===== src/rtl/codec_cmd_arbiter.sv =====
// Round-robin arbiter sharing the codec's single register-write port among NUM_REQ requesters.
// One transaction at a time, with an enforced idle gap and a done timeout.
module codec_cmd_arbiter #(
  parameter int unsigned NUM_REQ        = 4,
  parameter int unsigned GAP_CYCLES     = 64,
  parameter int unsigned TIMEOUT_CYCLES = 500000
) (
  input  logic                 clk,
  input  logic                 rst,
  input  logic                 init_done,
  input  logic [NUM_REQ-1:0]   req,
  input  logic [NUM_REQ*7-1:0] req_reg,
  input  logic [NUM_REQ*9-1:0] req_data,
  output logic [NUM_REQ-1:0]   ack,
  output logic [NUM_REQ-1:0]   nack,
  output logic                 manual_send,
  output logic [6:0]           manual_register,
  output logic [8:0]           manual_data,
  input  logic                 manual_done,
  output logic                 busy,
  output logic [2:0]           grant_id,
  output logic                 timeout_err,
  output logic [15:0]          cmd_count
);

  localparam int unsigned ToW  = $clog2(TIMEOUT_CYCLES + 1);
  localparam int unsigned GapW = $clog2(GAP_CYCLES + 1);
  localparam logic [ToW-1:0]  ToLast  = ToW'(TIMEOUT_CYCLES - 1);
  localparam logic [GapW-1:0] GapLast = GapW'(GAP_CYCLES - 1);
  localparam logic [2:0]      PtrLast = 3'(NUM_REQ - 1);

  typedef enum logic [1:0] {StIdle, StSend, StGap} state_e;

  state_e               state_q, state_d;
  logic [2:0]           rr_ptr_q, rr_ptr_d;
  logic [2:0]           grant_q, grant_d;
  logic                 send_q, send_d;
  logic [6:0]           reg_q, reg_d;
  logic [8:0]           data_q, data_d;
  logic [NUM_REQ-1:0]   ack_q, ack_d;
  logic [NUM_REQ-1:0]   nack_q, nack_d;
  logic                 busy_q, busy_d;
  logic                 terr_q, terr_d;
  logic [15:0]          cnt_q, cnt_d;
  logic [ToW-1:0]       to_cnt_q, to_cnt_d;
  logic [GapW-1:0]      gap_cnt_q, gap_cnt_d;

  logic                 found;
  logic [2:0]           winner;
  logic [6:0]           win_reg;
  logic [8:0]           win_data;

  // First pending request at or after the round-robin pointer, wrapping.
  always_comb begin
    found    = 1'b0;
    winner   = '0;
    win_reg  = '0;
    win_data = '0;
    for (int unsigned i = 0; i < NUM_REQ; i++) begin
      int unsigned idx;
      idx = (32'(rr_ptr_q) + i) % NUM_REQ;
      if (!found && req[idx]) begin
        found    = 1'b1;
        winner   = 3'(idx);
        win_reg  = req_reg[7*idx +: 7];
        win_data = req_data[9*idx +: 9];
      end
    end
  end

  always_comb begin
    state_d   = state_q;
    rr_ptr_d  = rr_ptr_q;
    grant_d   = grant_q;
    send_d    = send_q;
    reg_d     = reg_q;
    data_d    = data_q;
    ack_d     = '0;
    nack_d    = '0;
    terr_d    = terr_q;
    cnt_d     = cnt_q;
    to_cnt_d  = to_cnt_q;
    gap_cnt_d = gap_cnt_q;

    unique case (state_q)
      StIdle: begin
        if (init_done && found) begin
          state_d  = StSend;
          grant_d  = winner;
          reg_d    = win_reg;
          data_d   = win_data;
          send_d   = 1'b1;
          to_cnt_d = '0;
          rr_ptr_d = (winner == PtrLast) ? 3'd0 : winner + 3'd1;
        end
      end
      StSend: begin
        // Done takes priority over a timeout expiring in the same cycle.
        if (manual_done) begin
          state_d   = StGap;
          send_d    = 1'b0;
          ack_d     = NUM_REQ'(1) << grant_q;
          cnt_d     = cnt_q + 16'd1;
          gap_cnt_d = '0;
        end else if (to_cnt_q == ToLast) begin
          state_d   = StGap;
          send_d    = 1'b0;
          nack_d    = NUM_REQ'(1) << grant_q;
          terr_d    = 1'b1;
          gap_cnt_d = '0;
        end else begin
          to_cnt_d = to_cnt_q + 1'b1;
        end
      end
      StGap: begin
        if (gap_cnt_q == GapLast) begin
          state_d = StIdle;
        end else begin
          gap_cnt_d = gap_cnt_q + 1'b1;
        end
      end
      default: state_d = StIdle;
    endcase

    busy_d = (state_d != StIdle);
  end

  always_ff @(posedge clk or negedge rst) begin
    if (!rst) begin
      state_q   <= StIdle;
      rr_ptr_q  <= '0;
      grant_q   <= '0;
      send_q    <= 1'b0;
      reg_q     <= '0;
      data_q    <= '0;
      ack_q     <= '0;
      nack_q    <= '0;
      busy_q    <= 1'b0;
      terr_q    <= 1'b0;
      cnt_q     <= '0;
      to_cnt_q  <= '0;
      gap_cnt_q <= '0;
    end else begin
      state_q   <= state_d;
      rr_ptr_q  <= rr_ptr_d;
      grant_q   <= grant_d;
      send_q    <= send_d;
      reg_q     <= reg_d;
      data_q    <= data_d;
      ack_q     <= ack_d;
      nack_q    <= nack_d;
      busy_q    <= busy_d;
      terr_q    <= terr_d;
      cnt_q     <= cnt_d;
      to_cnt_q  <= to_cnt_d;
      gap_cnt_q <= gap_cnt_d;
    end
  end

  assign ack             = ack_q;
  assign nack            = nack_q;
  assign manual_send     = send_q;
  assign manual_register = reg_q;
  assign manual_data     = data_q;
  assign busy            = busy_q;
  assign grant_id        = grant_q;
  assign timeout_err     = terr_q;
  assign cmd_count       = cnt_q;

endmodule

===== config.mk =====
export PLATFORM = sky130hd
export DESIGN_NAME = codec_cmd_arbiter
export DESIGN_NICKNAME = d
export VERILOG_FILES = /design/src/rtl/codec_cmd_arbiter.sv
export SDC_FILE = /design/constraint.sdc
export NUM_CORES = 1
export LEC_CHECK = 0
export CAP_MARGIN = 10
export CORE_AREA = 5 5 116 118
export CTS_BUF_LIST = sky130_fd_sc_hd__clkbuf_4 sky130_fd_sc_hd__clkbuf_8 sky130_fd_sc_hd__clkbuf_16
export CTS_CLUSTER_DIAMETER = 150
export CTS_CLUSTER_SIZE = 30
export DETAILED_ROUTE_END_ITERATION = 10
export DIE_AREA = 0 0 121 123
export GPL_TIMING_DRIVEN = 0
export HOLD_SLACK_MARGIN = 0.02
export PLACE_DENSITY = 0.73
export SKIP_LAST_GASP = 1
export SLEW_MARGIN = 0
export SYNTH_ARGS = -nofsm -noshare
export SYNTH_HDL_FRONTEND = slang
export SYNTH_SLANG_ARGS = --single-unit

===== constraint.sdc =====
create_clock -name clk -period 1.8 [get_ports clk]
set_input_delay 0.54 -clock clk [delete_from_list [all_inputs] [get_ports clk]]
set_output_delay 0.54 -clock clk [all_outputs]
set_load 0.01 [all_outputs]

==> run metrics <==
Hold Buf Count CTS 0; Die X 121 µm; pre-CTS setup slack -1.01 ns; kind of critical path reg2reg; Core Footprint 0.0124 mm²; failing checks negative setup slack; synth unique cells 70; Post-synth ARST share 100%; gr usage total 23.3%; Die ar. 0.0149 mm²; Placed Cells 829; initial antenna violation count 0; Max Cap Viol 0; post-place instance area 0.00673 mm²; most frequent cells in the layout clkdlybuf4s50_1, dfrtp_1, nand2_1; Worst Path Required 2.01 ns; DR pass1 iterations 5; Cell Chain, Critical Path buf_6, buf_6, mux4_2, nand2_1, o221ai_1, a311oi_2, o21ai_1; most common cell after layout, fill and taps aside clkdlybuf4s50_1; Root Driver clkbuf_16; Final Hold Viols 0; slowest stage cell, crit path mux4_2; Num CTS Buffers 9; Seq. cell area 0.00189 mm²; Port Buffer Count 116; sequential fraction of the synthesis area 35.5%; RSZ-0062 raised after global routing yes; Startpoint Class flip-flop; total power 0.0106 W; Cells after Synth 540; cell mode on critical path buf_6; fill count 906; Net Count, Synth 616; clk_lat worst skew 0.34 ns; clock buffer depth 2; number of global-route vias before repair 5518; Critical Path AT 2.25 ns; Die Y 123 µm; largest net degree at the start of global routing 62; # diodes 0; mapped cell area 0.00529 mm²; Yosys reg bits 75; Power Density 1300 mW/mm²; CTS Sinks 75; status finished with violations; vias per cell 6.04; Initial Util 42.8%; via count 5440; Avg Cell Area, Syn 9.79 µm²; Critical Path Sink Type flip-flop; global route total overflow 0; fin crit share 113%; VDD IR max 0.632 mV; final setup margin -0.238 ns; gpl congestion 0.925; Max stage delay on crit path 0.65 ns; DP HPWL 11800 µm; Ys Warns 0; first-pass GRT wire length 27600 µm; FP Rows 41; total I/O pin count 118; Finished Layout Cells 900; Layout Skew 0.00805 ns; area growth from synthesis to layout 54.2%; Routed Antenna Nets 0; Final #Nets 799; number of flops mapped to enable cells by yosys 0; DRC 0; multi-input logic area 0.00363 mm²; share of cells above drive strength 1 31.9%; P_leak 3.54 nW; minimum clock period 2.04 ns; drt wl/cell 20.0 µm; CTS tree done; Routed WL 18000 µm; number of H-tree levels 3; top_reg_cell synth dfrtp_1; 1st-iter DRT viols 413; Slew Limit Fails 0; Finished Cell Area 0.00815 mm²; Hold/Removal Path Class in2async; Critical Path Fanout Max 8; Final setup violation count 18; Worst-path clk slew 0.06 ns; final setup TNS -2.40 ns; f_max 0.491 GHz
sequential cells by signal (all words and copies together) (netlist names), 2 cells and up:
register / cells
grant_id: 2
manual_data: 9
ack: 4
rr_ptr_q: 2
gap_cnt_q: 7
to_cnt_q: 19
manual_register: 7
nack: 4
state_q: 2
cmd_count: 16
power breakdown:
group | leakage, nW | internal (W) | switching, W
logic | 2.39 | 0.00293 | 0.00303
registers | 0.976 | 0.00208 | 0.000376
clock network | 0.179 | 0.00147 | 0.000727
total | 3.54 | 0.00648 | 0.00413
routing by layer:
layer	up-vias	track usage (%)	part of all wire, %	routed length, µm
met4	0	9.63	2.2	390
met2	289	38.6	50	8970
met3	39	5.08	7.8	1410
met5	-	0	0	0
met1	2678	29.5	40	7270
li1	2434	-	-	-
final timing paths:
path | start | endpoint | slack [ns] | cells past startpoint
setup / recovery | rr_ptr_q[0] | manual_register[0] | -0.24 | 7
hold / removal | rst | gap_cnt_q[4] | 0.05 | 1
setup reg to reg | rr_ptr_q[0] | manual_register[0] | -0.24 | 7
hold reg to reg | timeout_err | timeout_err | 0.47 | 1
max in group asynchronous | rst | cmd_count[4] | 1.16 | 2
min in group clk | timeout_err | timeout_err | 0.47 | 1
cells by family (layout without fill, tap and decap cells):
family,after synthesis,in the layout,synth area share [%]
mux,71,71,17.5
buf+inv,45,233,4.47
xor+xnor,27,27,4.47
other cells,1,1,0.0709
simple gates,187,187,18.6
compound gates,130,130,18.5
flops,75,75,35.5
fa+ha+maj,4,4,0.947
per-stage QoR:
stage	util [%]	hold WS, ns
4_1_cts	61.2	0.0510
3_3_place_gp	54.2	0.452
2_1_floorplan	-	0.244
3_5_place_dp	54.4	0.414
6_report	65.9	0.0513
5_1_grt	65.9	0.0612
critical path, delay by kind of cell (launching register included):
family | cells | cell delay [ns]
mux | 1 | 0.65
compound gates | 3 | 0.54
flops | 1 | 0.35
buf+inv | 2 | 0.26
simple gates | 1 | 0.10
Yosys cell counts, types with 8 or more instances:
cell type,n,area [µm²]
inv_1,11,41.3
nand4_1,9,56.3
mux4_2,16,360
o21ai_0,15,75.1
mux2i_1,44,440
mux2_2,11,124
a21oi_1,13,65.1
a311oi_1,8,70.1
nand2_1,64,240
o22ai_1,8,50.1
dfrtp_1,75,1880
nor2_1,40,150
buf_2,21,105
o221ai_1,12,105
nand3_1,14,70.1
a221oi_1,12,105
xor2_1,14,123
xnor2_1,13,114
o21ai_1,12,60.1
layout make-up:
cell class / count / share of cell area, %
Buffer: 32 / 4.67
Timing Repair Buffer: 174 / 19.9
Clock inverter: 4 / 1.17
Multi-Input combinational cell: 420 / 44.6
Clock buffer: 12 / 3.27
Sequential cell: 75 / 23.1
Tap cell: 172 / 2.64
Inverter: 11 / 0.599
what timing repair did:
item                                    in CTS  in global routing
pin swaps                                   17                 27
endpoints found under the setup margin      91                 71
resized for setup                          110                101
cloned                                       2                  0
buffers inserted                            31                 25
Note: power is estimated with default switching activity, not from simulation.
